### src/rtl/crypto_rt_pkg.sv
// -----------------------------------------------------------------------------
// crypto_rt_pkg
// Shared types and helpers for the crypto engine router: session state
// encoding, default stream/length widths and the keep popcount used by the
// byte counters.
// -----------------------------------------------------------------------------
package crypto_rt_pkg;

    localparam int DEF_DW   = 128;
    localparam int DEF_KW   = 16;
    localparam int DEF_LENW = 64;
    localparam int TAG_W    = 128;

    // Widest keep the popcount helper accepts; narrower keeps are zero-extended.
    localparam int KW_MAX   = 64;
    localparam int PCW      = $clog2(KW_MAX + 1);

    typedef enum logic [1:0] {
        ST_IDLE,
        ST_AAD,
        ST_PLD,
        ST_TAG
    } state_e;

    // Number of set keep bits. Holes are counted as-is; a non-contiguous keep
    // shows up later as a length mismatch rather than being rejected here.
    function automatic logic [PCW-1:0] popcount_keep(input logic [KW_MAX-1:0] keep);
        logic [PCW-1:0] n;
        n = '0;
        for (int i = 0; i < KW_MAX; i++) begin
            n = n + PCW'(keep[i]);
        end
        return n;
    endfunction

endpackage

### src/rtl/crypto_engine_router_if.sv
// -----------------------------------------------------------------------------
// crypto_engine_router_if
// Upstream-facing stream bundle of the router: AAD in, payload in, payload out.
//   master : the stream source/sink outside the router (drives AAD/din, sinks dout)
//   slave  : the router itself
// -----------------------------------------------------------------------------
interface crypto_engine_router_if
    import crypto_rt_pkg::*;
#(
    parameter int DW = DEF_DW,
    parameter int KW = DEF_KW
) ();

    logic          aad_valid;
    logic          aad_ready;
    logic          aad_last;
    logic [DW-1:0] aad_data;
    logic [KW-1:0] aad_keep;

    logic          din_valid;
    logic          din_ready;
    logic          din_last;
    logic [DW-1:0] din_data;
    logic [KW-1:0] din_keep;

    logic          dout_valid;
    logic          dout_ready;
    logic          dout_last;
    logic [DW-1:0] dout_data;
    logic [KW-1:0] dout_keep;

    modport master (
        output aad_valid, aad_last, aad_data, aad_keep,
        output din_valid, din_last, din_data, din_keep,
        output dout_ready,
        input  aad_ready, din_ready,
        input  dout_valid, dout_last, dout_data, dout_keep
    );

    modport slave (
        input  aad_valid, aad_last, aad_data, aad_keep,
        input  din_valid, din_last, din_data, din_keep,
        input  dout_ready,
        output aad_ready, din_ready,
        output dout_valid, dout_last, dout_data, dout_keep
    );

endinterface

### src/rtl/crypto_rt_lane_mux.sv
// -----------------------------------------------------------------------------
// crypto_rt_lane_mux
// One N->1 handshake lane. A scalar signal on the single side (one_in) is
// steered to engine `sel` only (many_out), and a W-bit slice from engine `sel`
// (many_in) is returned on the single side (one_out). Everything is 0 when
// en is low. Purely combinational: zero latency, no skid buffer.
//   en       in   lane enable (state match and no abort)
//   sel      in   selected engine
//   one_in   in   valid (ingress lanes) or ready (egress lane) from the port side
//   many_out out  per-engine copy of one_in, one-hot
//   many_in  in   per-engine W-bit slices (ready, or valid/last/keep/data)
//   one_out  out  slice of the selected engine
// -----------------------------------------------------------------------------
module crypto_rt_lane_mux #(
    parameter int N    = 2,
    parameter int SELW = 1,
    parameter int W    = 1
) (
    input  logic              en,
    input  logic [SELW-1:0]   sel,
    input  logic              one_in,
    output logic [N-1:0]      many_out,
    input  logic [N*W-1:0]    many_in,
    output logic [W-1:0]      one_out
);

    always_comb begin
        // NOTE: every output gets a default before the loop, so no path through
        // the block leaves a value held and no latch is inferred.
        many_out = '0;
        one_out  = '0;
        for (int i = 0; i < N; i++) begin
            if (en && (sel == SELW'(i))) begin
                many_out[i] = one_in;
                one_out     = many_in[i*W +: W];
            end
        end
    end

endmodule

### src/rtl/crypto_engine_router.sv
// -----------------------------------------------------------------------------
// crypto_engine_router
// Steers one AAD/payload/tag session to one of N_ENG crypto engines chosen at
// start, and checks streamed byte counts against the programmed bit lengths.
// Only the selected engine ever sees valid/ready; all other lanes read 0.
// Ports:
//   clk, rst                     clock, asynchronous active-high reset
//   start, abort, eng_sel        session control (eng_sel sampled on start)
//   len_aad_bits, len_pld_bits   programmed lengths in bits, sampled on start
//   busy, done, err_len, err_sel session status
//   s                            upstream AAD / payload-in / payload-out streams
//   tag_out, tag_out_valid       tag captured from the selected engine
//   e_start, e_abort             per-engine one-hot pulses
//   e_aad_*, e_din_*, e_dout_*   per-engine stream handshakes (ingress data fans out)
//   e_tag, e_tag_valid           per-engine tag, engine i at slice i
// -----------------------------------------------------------------------------
module crypto_engine_router
    import crypto_rt_pkg::*;
#(
    parameter int N_ENG = 2,
    parameter int DW    = DEF_DW,
    parameter int KW    = DEF_KW,
    parameter int LENW  = DEF_LENW,
    parameter int SELW  = 1
) (
    input  logic                   clk,
    input  logic                   rst,
    input  logic                   start,
    input  logic                   abort,
    input  logic [SELW-1:0]        eng_sel,
    input  logic [LENW-1:0]        len_aad_bits,
    input  logic [LENW-1:0]        len_pld_bits,
    output logic                   busy,
    output logic                   done,
    output logic                   err_len,
    output logic                   err_sel,
    crypto_engine_router_if.slave  s,
    output logic [TAG_W-1:0]       tag_out,
    output logic                   tag_out_valid,
    output logic [N_ENG-1:0]       e_start,
    output logic [N_ENG-1:0]       e_abort,
    output logic [N_ENG-1:0]       e_aad_valid,
    input  logic [N_ENG-1:0]       e_aad_ready,
    output logic [DW-1:0]          e_aad_data,
    output logic [KW-1:0]          e_aad_keep,
    output logic                   e_aad_last,
    output logic [N_ENG-1:0]       e_din_valid,
    input  logic [N_ENG-1:0]       e_din_ready,
    output logic [DW-1:0]          e_din_data,
    output logic [KW-1:0]          e_din_keep,
    output logic                   e_din_last,
    input  logic [N_ENG-1:0]       e_dout_valid,
    output logic [N_ENG-1:0]       e_dout_ready,
    input  logic [N_ENG*DW-1:0]    e_dout_data,
    input  logic [N_ENG*KW-1:0]    e_dout_keep,
    input  logic [N_ENG-1:0]       e_dout_last,
    input  logic [N_ENG*TAG_W-1:0] e_tag,
    input  logic [N_ENG-1:0]       e_tag_valid
);

    localparam int CW = LENW - 3;    // byte counters; bit length = count * 8
    localparam int PW = DW + KW + 2; // egress bundle {valid, last, keep, data}

    function automatic logic [N_ENG-1:0] onehot(input logic [SELW-1:0] idx);
        logic [N_ENG-1:0] v;
        v = '0;
        for (int i = 0; i < N_ENG; i++) begin
            v[i] = (idx == SELW'(i));
        end
        return v;
    endfunction

    function automatic logic [CW-1:0] keep_bytes(input logic [KW-1:0] keep);
        return CW'(popcount_keep(KW_MAX'(keep)));
    endfunction

    state_e            state_q, state_d;
    logic [SELW-1:0]   sel_q, sel_d;
    logic [LENW-1:0]   len_aad_q, len_aad_d, len_pld_q, len_pld_d;
    logic [CW-1:0]     aad_cnt_q, aad_cnt_d, din_cnt_q, din_cnt_d, dout_cnt_q, dout_cnt_d;
    logic              err_len_q, err_len_d;
    logic              done_q, done_d;
    logic [TAG_W-1:0]  tag_out_q, tag_out_d;
    logic              tag_valid_q, tag_valid_d;

    logic              aad_en, pld_en, aad_ready, din_ready;
    logic              aad_hs, din_hs, dout_hs;
    logic [N_ENG*PW-1:0] dout_bundle;
    logic [PW-1:0]     dout_out;
    logic [TAG_W-1:0]  sel_tag;
    logic              sel_tag_valid;
    logic              sel_ok;

    // Abort drops every lane in the same cycle it is raised.
    assign aad_en = (state_q == ST_AAD) && !abort;
    assign pld_en = (state_q == ST_PLD) && !abort;

    // Ingress data/keep/last go to all engines; only valid is steered.
    assign e_aad_data = s.aad_data;
    assign e_aad_keep = s.aad_keep;
    assign e_aad_last = s.aad_last;
    assign e_din_data = s.din_data;
    assign e_din_keep = s.din_keep;
    assign e_din_last = s.din_last;

    crypto_rt_lane_mux #(.N(N_ENG), .SELW(SELW), .W(1)) u_aad_mux (
        .en(aad_en), .sel(sel_q), .one_in(s.aad_valid),
        .many_out(e_aad_valid), .many_in(e_aad_ready), .one_out(aad_ready)
    );

    crypto_rt_lane_mux #(.N(N_ENG), .SELW(SELW), .W(1)) u_din_mux (
        .en(pld_en), .sel(sel_q), .one_in(s.din_valid),
        .many_out(e_din_valid), .many_in(e_din_ready), .one_out(din_ready)
    );

    for (genvar g = 0; g < N_ENG; g++) begin : g_dout_pack
        assign dout_bundle[g*PW +: PW] = {e_dout_valid[g], e_dout_last[g],
                                          e_dout_keep[g*KW +: KW], e_dout_data[g*DW +: DW]};
    end

    crypto_rt_lane_mux #(.N(N_ENG), .SELW(SELW), .W(PW)) u_dout_mux (
        .en(pld_en), .sel(sel_q), .one_in(s.dout_ready),
        .many_out(e_dout_ready), .many_in(dout_bundle), .one_out(dout_out)
    );

    assign s.aad_ready = aad_ready;
    assign s.din_ready = din_ready;
    assign {s.dout_valid, s.dout_last, s.dout_keep, s.dout_data} = dout_out;

    assign aad_hs  = s.aad_valid && aad_ready;
    assign din_hs  = s.din_valid && din_ready;
    assign dout_hs = dout_out[PW-1] && s.dout_ready;

    // Tag lane of the session engine; other engines' tag_valid never matters.
    always_comb begin
        sel_tag       = '0;
        sel_tag_valid = 1'b0;
        for (int i = 0; i < N_ENG; i++) begin
            if (sel_q == SELW'(i)) begin
                sel_tag       = e_tag[i*TAG_W +: TAG_W];
                sel_tag_valid = e_tag_valid[i];
            end
        end
    end

    assign sel_ok = ({1'b0, eng_sel} < (SELW+1)'(N_ENG));

    always_comb begin
        state_d     = state_q;
        sel_d       = sel_q;
        len_aad_d   = len_aad_q;
        len_pld_d   = len_pld_q;
        aad_cnt_d   = aad_cnt_q;
        din_cnt_d   = din_cnt_q;
        dout_cnt_d  = dout_cnt_q;
        err_len_d   = err_len_q;
        tag_out_d   = tag_out_q;
        done_d      = 1'b0;
        tag_valid_d = 1'b0;
        e_start     = '0;
        e_abort     = '0;
        err_sel     = 1'b0;

        if (abort && state_q != ST_IDLE) begin
            e_abort = onehot(sel_q);
            state_d = ST_IDLE;
        end else begin
            case (state_q)
                ST_IDLE: begin
                    if (start && sel_ok) begin
                        sel_d      = eng_sel;
                        len_aad_d  = len_aad_bits;
                        len_pld_d  = len_pld_bits;
                        aad_cnt_d  = '0;
                        din_cnt_d  = '0;
                        dout_cnt_d = '0;
                        err_len_d  = 1'b0;
                        e_start    = onehot(eng_sel);
                        if (len_aad_bits != '0)      state_d = ST_AAD;
                        else if (len_pld_bits != '0) state_d = ST_PLD;
                        else                         state_d = ST_TAG;
                    end else if (start) begin
                        err_sel = 1'b1;
                    end
                end
                ST_AAD: begin
                    if (aad_hs) begin
                        aad_cnt_d = aad_cnt_q + keep_bytes(s.aad_keep);
                        if (s.aad_last) begin
                            // Compare includes the closing beat, hence the _d count.
                            if ({aad_cnt_d, 3'b000} != len_aad_q) err_len_d = 1'b1;
                            state_d = (len_pld_q != '0) ? ST_PLD : ST_TAG;
                        end
                    end
                end
                ST_PLD: begin
                    if (din_hs)  din_cnt_d  = din_cnt_q  + keep_bytes(s.din_keep);
                    if (dout_hs) dout_cnt_d = dout_cnt_q + keep_bytes(s.dout_keep);
                    // Only egress closes the phase; din_last is just forwarded.
                    if (dout_hs && s.dout_last) begin
                        if (({din_cnt_d, 3'b000} != len_pld_q) || (dout_cnt_d != din_cnt_d))
                            err_len_d = 1'b1;
                        state_d = ST_TAG;
                    end
                end
                ST_TAG: begin
                    if (sel_tag_valid) begin
                        tag_out_d   = sel_tag;
                        tag_valid_d = 1'b1;
                        done_d      = 1'b1;
                        state_d     = ST_IDLE;
                    end
                end
                default: state_d = ST_IDLE;
            endcase
        end
    end

    // NOTE: state is updated with non-blocking assignments so every flop samples
    // the pre-edge values regardless of statement order.
    always_ff @(posedge clk or posedge rst) begin
        if (rst) begin
            state_q     <= ST_IDLE;
            sel_q       <= '0;
            len_aad_q   <= '0;
            len_pld_q   <= '0;
            aad_cnt_q   <= '0;
            din_cnt_q   <= '0;
            dout_cnt_q  <= '0;
            err_len_q   <= 1'b0;
            done_q      <= 1'b0;
            tag_out_q   <= '0;
            tag_valid_q <= 1'b0;
        end else begin
            state_q     <= state_d;
            sel_q       <= sel_d;
            len_aad_q   <= len_aad_d;
            len_pld_q   <= len_pld_d;
            aad_cnt_q   <= aad_cnt_d;
            din_cnt_q   <= din_cnt_d;
            dout_cnt_q  <= dout_cnt_d;
            err_len_q   <= err_len_d;
            done_q      <= done_d;
            tag_out_q   <= tag_out_d;
            tag_valid_q <= tag_valid_d;
        end
    end

    assign busy          = (state_q != ST_IDLE);
    assign done          = done_q;
    assign err_len       = err_len_q;
    assign tag_out       = tag_out_q;
    assign tag_out_valid = tag_valid_q;

endmodule

### src/flat_wrapper.sv
// flat-port wrapper written by rule: the top's interface ports become plain ports
module crypto_engine_router_flat import crypto_rt_pkg::*;
#(
    parameter int N_ENG = 2,
    parameter int DW    = DEF_DW,
    parameter int KW    = DEF_KW,
    parameter int LENW  = DEF_LENW,
    parameter int SELW  = 1
)
  (clk, rst, start, abort, eng_sel, len_aad_bits, len_pld_bits, busy, done, err_len, err_sel, tag_out, tag_out_valid, e_start, e_abort, e_aad_valid, e_aad_ready, e_aad_data, e_aad_keep, e_aad_last, e_din_valid, e_din_ready, e_din_data, e_din_keep, e_din_last, e_dout_valid, e_dout_ready, e_dout_data, e_dout_keep, e_dout_last, e_tag, e_tag_valid, s_aad_valid, s_aad_last, s_aad_data, s_aad_keep, s_din_valid, s_din_last, s_din_data, s_din_keep, s_dout_ready, s_aad_ready, s_din_ready, s_dout_valid, s_dout_last, s_dout_data, s_dout_keep);
  crypto_engine_router_if #(.DW(DW), .KW(KW)) s_i ();
  input  logic clk;
  input  logic rst;
  input  logic start;
  input  logic abort;
  input  logic [SELW-1:0] eng_sel;
  input  logic [LENW-1:0] len_aad_bits;
  input  logic [LENW-1:0] len_pld_bits;
  output logic busy;
  output logic done;
  output logic err_len;
  output logic err_sel;
  output logic [TAG_W-1:0] tag_out;
  output logic tag_out_valid;
  output logic [N_ENG-1:0] e_start;
  output logic [N_ENG-1:0] e_abort;
  output logic [N_ENG-1:0] e_aad_valid;
  input  logic [N_ENG-1:0] e_aad_ready;
  output logic [DW-1:0] e_aad_data;
  output logic [KW-1:0] e_aad_keep;
  output logic e_aad_last;
  output logic [N_ENG-1:0] e_din_valid;
  input  logic [N_ENG-1:0] e_din_ready;
  output logic [DW-1:0] e_din_data;
  output logic [KW-1:0] e_din_keep;
  output logic e_din_last;
  input  logic [N_ENG-1:0] e_dout_valid;
  output logic [N_ENG-1:0] e_dout_ready;
  input  logic [N_ENG*DW-1:0] e_dout_data;
  input  logic [N_ENG*KW-1:0] e_dout_keep;
  input  logic [N_ENG-1:0] e_dout_last;
  input  logic [N_ENG*TAG_W-1:0] e_tag;
  input  logic [N_ENG-1:0] e_tag_valid;
  input wire logic [$bits(s_i.aad_valid)-1:0] s_aad_valid;
  input wire logic [$bits(s_i.aad_last)-1:0] s_aad_last;
  input wire logic [$bits(s_i.aad_data)-1:0] s_aad_data;
  input wire logic [$bits(s_i.aad_keep)-1:0] s_aad_keep;
  input wire logic [$bits(s_i.din_valid)-1:0] s_din_valid;
  input wire logic [$bits(s_i.din_last)-1:0] s_din_last;
  input wire logic [$bits(s_i.din_data)-1:0] s_din_data;
  input wire logic [$bits(s_i.din_keep)-1:0] s_din_keep;
  input wire logic [$bits(s_i.dout_ready)-1:0] s_dout_ready;
  output wire logic [$bits(s_i.aad_ready)-1:0] s_aad_ready;
  output wire logic [$bits(s_i.din_ready)-1:0] s_din_ready;
  output wire logic [$bits(s_i.dout_valid)-1:0] s_dout_valid;
  output wire logic [$bits(s_i.dout_last)-1:0] s_dout_last;
  output wire logic [$bits(s_i.dout_data)-1:0] s_dout_data;
  output wire logic [$bits(s_i.dout_keep)-1:0] s_dout_keep;
  assign s_i.aad_valid = s_aad_valid;
  assign s_i.aad_last = s_aad_last;
  assign s_i.aad_data = s_aad_data;
  assign s_i.aad_keep = s_aad_keep;
  assign s_i.din_valid = s_din_valid;
  assign s_i.din_last = s_din_last;
  assign s_i.din_data = s_din_data;
  assign s_i.din_keep = s_din_keep;
  assign s_i.dout_ready = s_dout_ready;
  assign s_aad_ready = s_i.aad_ready;
  assign s_din_ready = s_i.din_ready;
  assign s_dout_valid = s_i.dout_valid;
  assign s_dout_last = s_i.dout_last;
  assign s_dout_data = s_i.dout_data;
  assign s_dout_keep = s_i.dout_keep;
  crypto_engine_router #(.N_ENG(N_ENG), .DW(DW), .KW(KW), .LENW(LENW), .SELW(SELW)) u_core (.clk(clk), .rst(rst), .start(start), .abort(abort), .eng_sel(eng_sel), .len_aad_bits(len_aad_bits), .len_pld_bits(len_pld_bits), .busy(busy), .done(done), .err_len(err_len), .err_sel(err_sel), .s(s_i), .tag_out(tag_out), .tag_out_valid(tag_out_valid), .e_start(e_start), .e_abort(e_abort), .e_aad_valid(e_aad_valid), .e_aad_ready(e_aad_ready), .e_aad_data(e_aad_data), .e_aad_keep(e_aad_keep), .e_aad_last(e_aad_last), .e_din_valid(e_din_valid), .e_din_ready(e_din_ready), .e_din_data(e_din_data), .e_din_keep(e_din_keep), .e_din_last(e_din_last), .e_dout_valid(e_dout_valid), .e_dout_ready(e_dout_ready), .e_dout_data(e_dout_data), .e_dout_keep(e_dout_keep), .e_dout_last(e_dout_last), .e_tag(e_tag), .e_tag_valid(e_tag_valid));
endmodule
### config.mk
export PLATFORM = sky130hd
export DESIGN_NAME = crypto_engine_router_flat
export DESIGN_NICKNAME = d
export VERILOG_FILES = /design/src/rtl/crypto_rt_pkg.sv /design/src/rtl/crypto_engine_router_if.sv /design/src/rtl/crypto_rt_lane_mux.sv /design/src/rtl/crypto_engine_router.sv /design/src/flat_wrapper.sv
export SDC_FILE = /design/constraint.sdc
export NUM_CORES = 2
export LEC_CHECK = 0
export ABC_AREA = 0
export ABC_CLOCK_PERIOD_IN_PS = 14700
export BUFFER_PORTS_ARGS = -buffer_cell sky130_fd_sc_hd__buf_2
export CAP_MARGIN = 20
export CORE_AREA = 2 2 606 608
export DETAILED_ROUTE_END_ITERATION = 6
export DIE_AREA = 0 0 608 610
export PLACE_DENSITY_LB_ADDON = 0.25
export SLEW_MARGIN = 10
export SYNTH_ARGS = -nofsm -noshare
export SYNTH_HDL_FRONTEND = slang
export SYNTH_SLANG_ARGS = --single-unit
### constraint.sdc
create_clock -name clk -period 14.7 [get_ports clk]
set_input_delay 0 -clock clk [delete_from_list [all_inputs] [get_ports clk]]
set_output_delay 0 -clock clk [all_outputs]
set_load 0.02 [all_outputs]
# ---- After elaboration in Yosys (flattened, before gate mapping)
# Cells that the tools add are included.
dict set report word_totals {
  ff_bits 444
  out_inout_bits 581
}
dict set report classes {
  addsub 48
  eq_ne 17
  mux 49
  n_bitwise 3
  n_reduce_logical 27
}
# operator n
set op_table {}
lappend op_table {{61-bit two-way mux} 8}
lappend op_table {{61-bit one-hot mux with 2 select lines} 3}
lappend op_table {{7-bit by 1-bit adder with 7-bit output} 42}
lappend op_table {{146-bit two-way mux} 2}
lappend op_table {{64-bit nonzero test} 3}
lappend op_table {{61-bit by 7-bit adder with 61-bit output} 3}
lappend op_table {{128-bit two-way mux} 1}
lappend op_table {{64-bit != test} 2}
lappend op_table {{61-bit != test} 1}
lappend op_table {{1-bit two-way mux} 22}
lappend op_table {{2-bit two-way mux} 11}
lappend op_table {{1-bit logical AND} 11}
lappend op_table {{2-bit != test (second input constant)} 5}
lappend op_table {{3-bit AND reduction} 3}
lappend op_table {{2-bit one-hot mux with 4 select lines} 1}
lappend op_table {{8-bit AND reduction} 1}
lappend op_table {{1-bit by 1-bit adder with 2-bit output} 3}
lappend op_table {{3-bit by 2-bit != test with 1-bit output (second input constant)} 2}
lappend op_table {{3-bit != test (second input constant)} 2}
lappend op_table {{2-bit nonzero test} 3}
lappend op_table {{5-bit AND reduction} 1}
lappend op_table {{2-bit equality test (second input constant)} 2}
lappend op_table {{4-bit AND reduction} 1}
lappend op_table {{3-bit by 1-bit != test with 1-bit output (second input constant)} 1}
lappend op_table {{8 further kinds} 10}

# ---- Depth between registers and ports, before layout
dict set report logic_depth {
  word_depth 29
  mapped_depth 34
  depth_no_buf 30
}

# ---- Modules after synthesis
# From an unflattened synthesis, not the netlist that was laid out.
dict set report unflattened {
  cells_unflattened 3769
  hier_area_um2 33512.1
}
# module n_inst cells_per_inst area_each_um2
set modules_own_cells {}
lappend modules_own_cells {crypto_engine_router 1 3431 30715.7}
lappend modules_own_cells {{crypto_rt_lane_mux (u_core.u_dout_mux)} 1 328 2733.9}
lappend modules_own_cells {{crypto_rt_lane_mux (u_core.u_aad_mux ...)} 2 5 31.3}

# ---- Worst setup path before layout
# Ideal clock, no wire load.
dict set report synth_path {
  path_kind {reg2reg}
  from {register u_core.state_q[0]}
  to {register u_core.err_len_q, in the netlist u_core.err_len}
  setup_time_ps 128
  t_arrival_ps 8502
  required_ps 14572
  setup_slack_ps 6070
  stages_incl_launch_ff 30
  n_path_buf 4
  period_less_slack_ps 8630
  path_cell_list {dfrtp_1 inv_1 ha_1 buf_2 nor2b_1 and2_1 clkbuf_1 clkbuf_1 a22o_1 ha_1 inv_1 fa_1 fa_1 fa_1 fa_1 fa_1 fa_1 fa_1 nor2b_1 o2111ai_2 a2111oi_0 buf_2 nand3_1 nor4_1 xnor2_1 nand3_1 or4_1 nor3_1 a41oi_1 mux2_1}
}
dict set report synth_via {
  elab_chain_cells 28
  elab_cells_between_ends 56
  classes_between {16 x add/sub; 10 x eq/ne; 13 x mux; 1 x bitwise; 16 x reduce/logical}
}
# item line_no
set synth_lines {}
lappend synth_lines {{from (decl)} crypto_engine_router.sv:77} ;# state_e state_q, state_d;
lappend synth_lines {{from (signal assigned)} crypto_engine_router.sv:235} ;# state_q <= state_d;
lappend synth_lines {{2-bit equality test *} crypto_engine_router.sv:96} ;# assign pld_en = (state_q == ST_PLD) && !abort;
lappend synth_lines {{1-bit logical AND *} crypto_engine_router.sv:96}
lappend synth_lines {{1-bit logical AND} crypto_rt_lane_mux.sv:33} ;# if (en && (sel == SELW'(i))) begin
lappend synth_lines {{146-bit two-way mux} crypto_rt_lane_mux.sv:33}
lappend synth_lines {{146-bit two-way mux *} crypto_rt_lane_mux.sv:33}
lappend synth_lines {{named net s_dout_keep[1]} flat_wrapper.sv:58} ;# output wire logic [$bits(s_i.dout_keep)-1:0] s_dout_keep;
lappend synth_lines {{1-bit by 1-bit adder with 2-bit output *} crypto_rt_pkg.sv:31} ;# n = n + PCW'(keep[i]);
lappend synth_lines {{7-bit by 1-bit adder with 7-bit output * (14 in a row)} crypto_rt_pkg.sv:31}
lappend synth_lines {{61-bit by 7-bit adder with 61-bit output *} crypto_engine_router.sv:198} ;# if (dout_hs) dout_cnt_d = dout_cnt_q + keep_bytes(s.dout_keep);
lappend synth_lines {{61-bit two-way mux *} crypto_engine_router.sv:198}
lappend synth_lines {{61-bit two-way mux *} crypto_engine_router.sv:168} ;# case (state_q)
lappend synth_lines {{61-bit two-way mux *} crypto_engine_router.sv:164} ;# if (abort && state_q != ST_IDLE) begin
lappend synth_lines {{61-bit != test *} crypto_engine_router.sv:201} ;# if (({din_cnt_d, 3'b000} != len_pld_q) || (dout_cnt_d != din_cnt_d))
lappend synth_lines {{1-bit logical OR *} crypto_engine_router.sv:201}
lappend synth_lines {{2-bit != test (no line) *} -}
lappend synth_lines {{8-bit AND reduction (no line) *} -}
lappend synth_lines {{to (signal assigned)} crypto_engine_router.sv:242} ;# err_len_q <= err_len_d;
lappend synth_lines {{to (decl)} crypto_engine_router.sv:81} ;# logic err_len_q, err_len_d;
# Mark *: on every way through the listed nets, which the timed path passes. The rest lies on a longest branch. The select of a mux whose other input is x is not followed.
# A chain may end at the register's enable or synchronous reset.

# ---- Worst setup path in the final report
dict set report layout_path {
  from {register u_core.state_q[0]}
  to {register u_core.err_len_q, in the netlist u_core.err_len}
}
dict set report layout_via {
  elab_chain_cells 28
  elab_cells_between_ends 56
  classes_between {16 x add/sub; 10 x eq/ne; 13 x mux; 1 x bitwise; 16 x reduce/logical}
}
# item line_no
set layout_lines {}
lappend layout_lines {{2-bit equality test} {crypto_engine_router.sv:96, crypto_engine_router.sv:168}}
lappend layout_lines {{1-bit logical AND} crypto_engine_router.sv:96}
lappend layout_lines {{1-bit logical AND} crypto_rt_lane_mux.sv:33}
lappend layout_lines {{146-bit two-way mux (2 in a row)} crypto_rt_lane_mux.sv:33}
lappend layout_lines {{1-bit by 1-bit adder with 2-bit output} crypto_rt_pkg.sv:31}
lappend layout_lines {{7-bit by 1-bit adder with 7-bit output (14 in a row)} crypto_rt_pkg.sv:31}
lappend layout_lines {{61-bit by 7-bit adder with 61-bit output} crypto_engine_router.sv:198}
lappend layout_lines {{61-bit two-way mux} crypto_engine_router.sv:198}
lappend layout_lines {{61-bit two-way mux} crypto_engine_router.sv:168}
lappend layout_lines {{61-bit two-way mux} crypto_engine_router.sv:164}
lappend layout_lines {{61-bit != test} crypto_engine_router.sv:201}
lappend layout_lines {{1-bit logical OR} crypto_engine_router.sv:201}
lappend layout_lines {{2-bit != test (no line)} -}
lappend layout_lines {{8-bit AND reduction (no line)} -}
# Several ways; a longest one is shown, not always the timed one. The select of a mux whose other input is x is not followed.

==> results.toml <==
[setup_path]
worstPathRequired_ps = 15330
critPathTopFamily = "adder cells"
crit_path_end_kind = "register"
timing.rr.start = "u_core.state_q[0]"
r2r_slack_ps = 4900
cpPeakStageDelay_ps = 680
rr_endpoint = "u_core.err_len"
crit_start = "u_core.state_q[0]"
crit_type = "register to register"
cp.arrival_ps = 10430
cpMostUsedCell = "fa_1"
cp_slowest_cell = "fa_1"
critPathLaunchType = "register"
r2r_cells = 29
cp_max_fo = 37
cp.buffers_inverters = 5

[global_route]
grt_use_total_pct = 15.1
antenna_found_initial = 94
grt_max_degree = 134
grt-ovfl-total = 0
grt_first_pass_wirelength_mm = 365
grt_pass1_vias = 32900

[die]
rows = 222
die_area_sq_um = 371000
fp.dieW_microns = 608
start_util_pct = 8.64
core_area_sq_um = 364000
io_pins = 1561
dieHeight_microns = 610

[placement]
gp_congestion = 1.01
place_inst = 8930
dp_hpwl_mm = 250
place_area_sq_um = 40300
io_buffer_count = 1045

[timing]
report.final.slew_viol_count = 0
fmax_ghz = 0.102
fin_crit_ps = 9800
rsz0062_at_grt = "false"
setup_viol = 0
hold_ws_ps = 0.00779
worst_pin_slew_ps = 1190
finalCritPeriodShare_pct = 66.7
clock_skew_ps = 83.4
setup_tns_ps = 0
slew_headroom_pct = 20.3
finalHoldViolations = 0

[yosys]
synth-edff-count = 0
yosysTopAreaCellShare_pct = 35.3
ys_seq_area_share_pct = 35.3
synthTopCellsByArea = "dfrtp_1 35%, buf_4 7.0%, o21ai_0 5.6%, nand2_1 5.0%, xnor2_1 5.0%"
async_flop_share_pct = 100
synth_top_area_cell = "dfrtp_1"
synth_cell_types = 89
synth_top_flop_cell = "dfrtp_1"
synthCells = 3514
synth_area_per_cell_sq_um = 8.96
ys_warn_count = 0
syn_area_sq_um = 31500
synthesis.nets = 4561
ys_ff_latch = 444

[route]
first_pass_iters = 6
postRouteAntennaNets = 0
wirelength_mm = 291
vias = 32700
via_per_inst = 3.45
route.detailed.drc = 0
post_drt_wl_per_cell_microns = 30.7
drtIter0Drc = 2535

[power_and_ir_drop]
peakVddDrop_uv = 95.6
power_density_nw_per_um2 = 156
p_leak_nw = 19.5

[status]
status = "complete, no violations"

[hold_path]
hold_start = "s_aad_data[89]"
holdPathStages = 0
hold_class = "input port to output port"
holdPathEnd = "e_aad_data[89]"

[clocking]
htreeDepth = 2
cts_resized = 0
cts_sinks = 444
cts_buffers = 61
cts_max_path_buffers = 3
clk_latency_ps = 740
cts.root.buffer_cell = "clkbuf_16"
postCtsSetupRepairBufs = 0
path_clk_slew_ps = 70
cts_tree = "done"

[finish]
fillers = 41900
nets = 5638
synthToLayoutAreaGrowth_pct = 49.2
final_cells = 9482
final_area_sq_um = 47000
drive_above_1_share_pct = 30.0

[flow_run]
drv_cap = 0
## synth_stat cells (all sizes together), types with 10 or more instances
cell type,instances
dfrtp,444
nand2,423
o21ai,352
buf,320
xnor2,181
clkbuf,177
a22o,151
mux2i,146
mux2,138
nor2,127
inv,115
nand4,96
nor4,96
xor2,86
nand3,85
a21oi,61
o31ai,58
nor3,52
and3,39
ha,34
fa,33
and2,29
o2111ai,22
a21o,18
and4,17
nand2b,17
nor2b,17
or3,17
a2111oi,13
or4,13
a22oi,11
o22ai,10
## how the worst max path moves through the flow
stage                                endpoint  cells after the start  slack [ps]
after floorplan           u_core.aad_cnt_q[0]                      1        2330
after global placement         u_core.err_len                     28        4670
after detailed placement       u_core.err_len                     29        4630
after CTS                      u_core.err_len                     29        4610
after global routing           u_core.err_len                     28        4290
final                          u_core.err_len                     29        4900
## kinds of logic after synthesis
family,synth area share [%]
AND/OR/NAND/NOR,16.8
AO/OA/AOI/OAI,16.1
buffers and inverters,10.9
flip-flops,35.3
multiplexers,9.58
XOR/XNOR,7.87
adder cells (fa/ha/maj),3.45
other,0.0119
## where the power goes
group	switching, mW	leakage [nW]	internal [mW]
Combinational	2.31	12.6	1.19
Sequential	0.427	5.74	1.57
Clock	0.708	1.17	1.13
## what timing repair did
action | CTS | global route
endpoints found under the hold margin | 354 | 0
hold buffers | 412 | 0
endpoints found under the setup margin | 0 | 0
## sequential cells by signal (all words and copies together) (netlist names), 2 cells and up
| name | flops |
|---|---|
| u_core.len_aad_q | 64 |
| u_core.state_q | 2 |
| u_core.din_cnt_q | 61 |
| u_core.len_pld_q | 64 |
| u_core.aad_cnt_q | 61 |
| u_core.tag_out | 128 |
| u_core.dout_cnt_q | 61 |
## layout make-up
type | count | area (sq um) | area share [%]
multi-input combinational | 2458 | 17100 | 36.3
sequential | 444 | 11100 | 23.7
timing repair buffer | 1511 | 9820 | 20.9
tap | 4816 | 6030 | 12.8
clock buffer | 72 | 1650 | 3.51
clock inverter | 44 | 813 | 1.73
inverter | 115 | 439 | 0.935
antenna | 22 | 55.1 | 0.117
## metrics by stage
step | utilization, % | setup slack [ps] | total power [mW]
floorplan | - | 2330 | 3.56
global placement | 11.0 | 4670 | 5.44
detailed placement | 11.1 | 4630 | 5.46
CTS | 12.9 | 4610 | 7.58
global route | 12.9 | 4290 | 7.75
finish | 12.9 | 4900 | 7.33
## metal layers
layer,part of all wire (%),track usage [%],vias up,wire [microns]
li1,-,-,14500,-
met1,31,13.6,16200,90000
met2,54,29.0,1547,156000
met3,8.8,5.44,468,25700
met4,6.6,8.24,10,19100
met5,0.065,0.310,-,189
## layout by cell type, fill, tap and decap left out, drive strengths merged, types with 85 or more instances in the layout
cell type,synthesis,final
mux2,138,138
o21ai,352,352
xnor2,181,181
xor2,86,86
a22o,151,151
nand4,96,96
dlygate4sd3,0,412
dfrtp,444,444
nand3,85,85
nor4,96,96
inv,115,119
nor2,127,127
buf,320,1098
mux2i,146,146
nand2,423,423
No activity file was read; power rests on OpenSTA's default activity.
